## config.mk

```make
export PLATFORM = sky130hd
export DESIGN_NAME = rf_write_arbiter
export DESIGN_NICKNAME = d
export VERILOG_FILES = /design/src/rtl/rf_write_arbiter_pkg.sv /design/src/rtl/rf_write_arbiter_rr_arbiter.sv /design/src/rtl/rf_write_arbiter.sv
export SDC_FILE = /design/constraint.sdc
export NUM_CORES = 1
export LEC_CHECK = 0
export CAP_MARGIN = 15
export CORE_UTILIZATION = 35
export CTS_BUF_LIST = sky130_fd_sc_hd__clkbuf_16
export CTS_CLUSTER_SIZE = 20
export DETAILED_ROUTE_END_ITERATION = 7
export MAX_ROUTING_LAYER = met4
export PLACE_DENSITY = 0.8
export SLEW_MARGIN = 20
export SYNTH_ARGS = -nofsm -noshare
export SYNTH_HDL_FRONTEND = slang
export SYNTH_SLANG_ARGS = --single-unit
```

## constraint.sdc

```tcl
create_clock -name CLK -period 2.1 [get_ports CLK]
set_input_delay 0.42 -clock CLK [delete_from_list [all_inputs] [get_ports CLK]]
set_output_delay 0.42 -clock CLK [all_outputs]
set_load 0.02 [all_outputs]
```

## src/rtl/rf_write_arbiter_pkg.sv

```systemverilog
// Shared types for the register-file write arbiter.
//   word_t        : 32-bit register data word
//   regbits_t     : register select (5 bits, 32 registers)
//   rfarb_state_t : arbiter / clear-sweep sequencer state
package rf_write_arbiter_pkg;

  localparam int unsigned WORD_W  = 32;
  localparam int unsigned RF_SELW = 5;

  typedef logic [WORD_W-1:0]  word_t;
  typedef logic [RF_SELW-1:0] regbits_t;

  // Explicit encodings keep the state values stable for legacy consumers.
  typedef enum logic [1:0] {
    IDLE  = 2'd0,
    SWEEP = 2'd1,
    DONE  = 2'd2
  } rfarb_state_t;

endpackage

```

## src/rtl/rf_write_arbiter_rr_arbiter.sv

```systemverilog
// Combinational round-robin arbiter.
// Scans i_valid starting at i_ptr, wrapping modulo NREQ, and grants the first
// requester found.
//   i_valid : request vector
//   i_ptr   : highest-priority index this cycle (must be < NREQ)
//   o_grant : one-hot grant (all zero when nothing is valid)
//   o_idx   : encoded winner index (0 when nothing is valid)
//   o_any   : a grant was issued
module rr_arbiter #(
  parameter int NREQ = 3,
  parameter int PW   = (NREQ > 1) ? $clog2(NREQ) : 1
) (
  input  logic [NREQ-1:0] i_valid,
  input  logic [PW-1:0]   i_ptr,
  output logic [NREQ-1:0] o_grant,
  output logic [PW-1:0]   o_idx,
  output logic            o_any
);

  always_comb begin
    o_grant = '0;
    o_idx   = '0;
    o_any   = 1'b0;
    // Outer loop walks priority order; inner loop uses constant indices so the
    // candidate position is matched by comparison rather than a variable select.
    for (int k = 0; k < NREQ; k++) begin
      for (int j = 0; j < NREQ; j++) begin
        if (!o_any && i_valid[j] && (j == ((int'(i_ptr) + k) % NREQ))) begin
          o_any      = 1'b1;
          o_grant[j] = 1'b1;
          o_idx      = PW'(j);
        end
      end
    end
  end

endmodule

```

## src/rtl/rf_write_arbiter.sv

```systemverilog
// Register-file write-port arbiter with clear sequencer.
// Shares the single register-file write port between NREQ writeback sources
// using round-robin arbitration, and can sweep registers 1..2**SELW-1 to zero.
//   CLK, RST             : clock, synchronous active-high reset
//   req_valid/sel/dat    : per-requester write (sel/dat packed, slice i)
//   req_ready            : one-hot combinational grant
//   clr_start            : pulse to start a clear sweep (IDLE only)
//   clr_busy, clr_done   : sweep in progress / sweep-complete pulse
//   WEN, wsel, wdat      : registered register-file write port
module rf_write_arbiter
  import rf_write_arbiter_pkg::*;
#(
  parameter int NREQ = 3,
  parameter int SELW = 5
) (
  input  logic                 CLK,
  input  logic                 RST,
  input  logic [NREQ-1:0]      req_valid,
  input  logic [NREQ*SELW-1:0] req_sel,
  input  logic [NREQ*32-1:0]   req_dat,
  output logic [NREQ-1:0]      req_ready,
  input  logic                 clr_start,
  output logic                 clr_busy,
  output logic                 clr_done,
  output logic                 WEN,
  output logic [SELW-1:0]      wsel,
  output logic [31:0]          wdat
);

  localparam int PW = (NREQ > 1) ? $clog2(NREQ) : 1;

  rfarb_state_t    r_state;
  logic [PW-1:0]   r_rr_ptr;
  logic [SELW-1:0] r_sweep_idx;
  logic            r_wen;
  logic [SELW-1:0] r_wsel;
  word_t           r_wdat;

  logic [NREQ-1:0] w_arb_valid;
  logic [NREQ-1:0] w_grant;
  logic [PW-1:0]   w_idx;
  logic            w_any;
  logic [SELW-1:0] w_sel;
  word_t           w_dat;
  logic [PW-1:0]   w_ptr_next;
  logic            w_sweep_last;

  // Requests are only visible to the arbiter in IDLE, and a clear request or
  // reset masks them so no handshake can complete that cycle.
  always_comb begin
    w_arb_valid = '0;
    if ((r_state == IDLE) && !clr_start && !RST) begin
      w_arb_valid = req_valid;
    end
  end

  rr_arbiter #(
    .NREQ (NREQ),
    .PW   (PW)
  ) u_rr_arbiter (
    .i_valid (w_arb_valid),
    .i_ptr   (r_rr_ptr),
    .o_grant (w_grant),
    .o_idx   (w_idx),
    .o_any   (w_any)
  );

  assign req_ready = w_grant;

  // One-hot mux of the winning requester's destination and data.
  always_comb begin
    w_sel = '0;
    w_dat = '0;
    for (int j = 0; j < NREQ; j++) begin
      if (w_grant[j]) begin
        w_sel = req_sel[j*SELW +: SELW];
        w_dat = req_dat[j*32 +: 32];
      end
    end
  end

  // Explicit wrap: NREQ need not be a power of two.
  assign w_ptr_next = (w_idx == PW'(NREQ - 1)) ? '0 : (w_idx + PW'(1));

  // The sweep register issued last is all-ones; the output stage holds it.
  assign w_sweep_last = (r_wsel == '1);

  always_ff @(posedge CLK) begin
    if (RST) begin
      r_state     <= IDLE;
      r_rr_ptr    <= '0;
      r_sweep_idx <= SELW'(1);
      r_wen       <= 1'b0;
      r_wsel      <= '0;
      r_wdat      <= '0;
    end else begin
      case (r_state)
        IDLE: begin
          if (clr_start) begin
            // First sweep write is issued on the same edge that enters SWEEP,
            // so the write port shows r1 in the first SWEEP cycle.
            r_state     <= SWEEP;
            r_wen       <= 1'b1;
            r_wsel      <= r_sweep_idx;
            r_wdat      <= '0;
            r_sweep_idx <= r_sweep_idx + SELW'(1);
          end else if (w_any) begin
            r_rr_ptr <= w_ptr_next;
            // Register 0 is hard-wired: the handshake completes but no write.
            if (w_sel != '0) begin
              r_wen  <= 1'b1;
              r_wsel <= w_sel;
              r_wdat <= w_dat;
            end else begin
              r_wen <= 1'b0;
            end
          end else begin
            r_wen <= 1'b0;
          end
        end
        SWEEP: begin
          if (w_sweep_last) begin
            r_state <= DONE;
            r_wen   <= 1'b0;
          end else begin
            r_wen       <= 1'b1;
            r_wsel      <= r_sweep_idx;
            r_wdat      <= '0;
            r_sweep_idx <= r_sweep_idx + SELW'(1);
          end
        end
        DONE: begin
          r_state     <= IDLE;
          r_wen       <= 1'b0;
          r_sweep_idx <= SELW'(1);
        end
        default: begin
          r_state <= IDLE;
          r_wen   <= 1'b0;
        end
      endcase
    end
  end

  assign clr_busy = (r_state != IDLE);
  assign clr_done = (r_state == DONE);
  assign WEN      = r_wen;
  assign wsel     = r_wsel;
  assign wdat     = r_wdat;

endmodule

```

==> metrics.txt <==
Layout area overhead 83.1%; Cells after Synth 272; Detail Placement HPWL between 7000 and 8000 µm; GRT Overall Usage about a quarter; DRC viols 0; Syn. warnings 0; routability cong. 0.840; CTS Hold Buffers Added 0; CP max FO 23; Overflow after GRT 0; worst skew pair latency 0.29 ns; pre-CTS WS -0.616 ns; Max Cap Violations 0; fraction of layout cells with a size suffix above 1 25.0%; Cell Rows 31; failing checks setup timing; initial antenna violation count 0; leakage 1.75 nW; syn nets 392; final WL between 9000 and 10000 µm; Async S/R FF share, synth 0%; most common cell after layout, fill and taps aside clkdlybuf4s50_1; clock skew 0.00515 ns; number of port buffers 159; Worst setup EP type flip-flop; EDFF count, synth 0; Final Hold Violating Endpoints 0; Root Driver clkbuf_16; fin worst setup slack -0.265 ns; dominant synthesized flop cell dfxtp_1; drt pass-1 iters 5; DIE AREA 0.00820 mm²; worst slew pin tran 0.531 ns; first-pass GRT wire length approximately 15000 µm; Worst setup SP type flip-flop; CTS tree yes; fin. max-slew vios 0; Seq/Total Area, Yosys 34.3%; commonest non-fill, non-tap cells in the layout 153 x clkdlybuf4s50_1, 45 x dfxtp_1, 37 x inv_1, 37 x buf_4; Die Y 90.6 µm; initial detailed-routing violation count 219; WL/cell 17.2 µm; Placed Instances 546; final setup vio count 41; CP arrival 2.59 ns; fin crit share 113%; Antenna Nets Post-Route 0; Cell Area, Synth 0.00275 mm²; # diodes 0; Setup Crit Path Kind flip-flop to flip-flop; Unique masters post-synth between 40 and 50; vias in the first global route 3063; Avg Cell Area, Syn 10.1 µm²; Num CTS Buffers 5; RSZ-0062 raised after global routing true; Final Non-Filler Cells about 560; PD cells approximately 530 mW/mm²; Tot Pwr ~0.0027 W; largest net degree at the start of global routing 34; Starting Density 37.1%; CTS Sinks 47; Rel. slew slack 64.6%; core outline area about 0.0074 mm²; f_max 423 MHz; Yosys reg bits 47; final worst path period need 2.37 ns; status complete, but fails checks; Die W 90.6 µm; Max clock buf depth 2; I/O pins 160; Nets slightly below 600; clk slew on worst S/H paths 0.06 ns; # H-tree levels 2; VDD IR-drop max 477 µV; Vias/cell 5.41; Hold WC Path Type flip-flop to flip-flop; Req. time, crit path 2.33 ns; routed vias 3025
## power by group
group	switching [W]	internal, W
combinational	0.000384	0.000508
sequential	0.0000378	0.000947
clock	0.000352	0.000445
total	0.000773	0.00190
## routing by layer
layer  GRT usage [%]  up-vias  wire (µm)
li1                -     1458          -
met1            26.0     1444       3910
met2            42.0      111       5000
met3            4.88       12        557
met4            5.91        0        126
met5               -        -          0
## through the flow
stage | cell area [µm²] | hold WS, ns | TNS, ns | utilization (%)
floorplan | 2820 | 0.476 | -3.25 | -
finish | 5030 | 0.491 | -8.98 | 67.8
CTS | 4920 | 0.488 | -9.94 | 66.4
detailed placement | 4700 | 0.477 | -23.13 | 63.4
global placement | 4700 | 0.461 | -21.69 | 63.4
global route | 5030 | 0.505 | -13.54 | 67.8
## final timing paths
path          startpoint      end  slack [ns]  depth (start not counted)
max reg2reg  r_rr_ptr[0]  wsel[2]       -0.27                         10
min reg2reg      wdat[1]  wdat[1]        0.49                          2
max          r_rr_ptr[0]  wsel[2]       -0.27                         10
min              wdat[1]  wdat[1]        0.49                          2
## cells in the mapped netlist, types with 2 or more instances
cell type,instances,area [µm²]
nor3_1,5,25.0
buf_6,6,67.6
nor2b_1,3,18.8
nand4_1,2,12.5
o22ai_1,2,12.5
a22oi_1,3,22.5
nor4_1,2,12.5
xor2_1,3,26.3
inv_1,39,146
nand3_1,9,45.0
o21ai_0,2,10.0
o32ai_1,3,26.3
dfxtp_1,47,941
clkbuf_1,14,52.6
a21oi_1,2,10.0
ha_1,3,37.5
nand2_1,17,63.8
and4_1,2,17.5
nand2b_1,4,25.0
nor2_1,7,26.3
a32oi_1,2,17.5
a31oi_1,3,18.8
a222oi_1,32,320
o221a_1,4,45.0
o32ai_2,29,472
o22a_1,2,17.5
and2_1,3,18.8
## kinds of logic after synthesis
logic type / after synthesis / share of synthesized area (%)
fa+ha+maj: 3 / 1.37
compound gates: 95 / 40.2
mux: 1 / 0.365
flops: 47 / 34.3
buf+inv: 61 / 10.7
xor+xnor: 3 / 0.957
simple gates: 62 / 12.2
## registers in the layout, summed over array words and instances, names as in the netlist
register     count
WEN              1
wdat            32
wsel             5
r_sweep_idx      5
r_state          2
r_rr_ptr         2
## cell type report
cell class | instances | area, µm²
Inverter | 39 | 146
Multi-Input combinational cell | 164 | 1670
Sequential cell | 47 | 946
Fill cell | 574 | 2380
Tap cell | 99 | 124
Clock inverter | 3 | 23.8
Clock buffer | 5 | 125
Timing Repair Buffer | 202 | 1990
## critical path, stage by stage (launching register included)
cell and delay (ns):
dfxtp_4 0.37, inv_2 0.04, ha_4 0.23, or3_4 0.35
o2111ai_4 0.13, buf_6 0.17, o311ai_4 0.11, and4b_4 0.23
a21oi_4 0.22, buf_12 0.23, o221a_1 0.21
## timing repair
item | in CTS | in global routing
pin swaps | 2 | 9
gates resized for setup | 17 | 21
gates cloned | 1 | 1
endpoints found under the setup margin | 42 | 41
setup buffers | 3 | 0
Note: power is estimated with default switching activity, not from simulation.
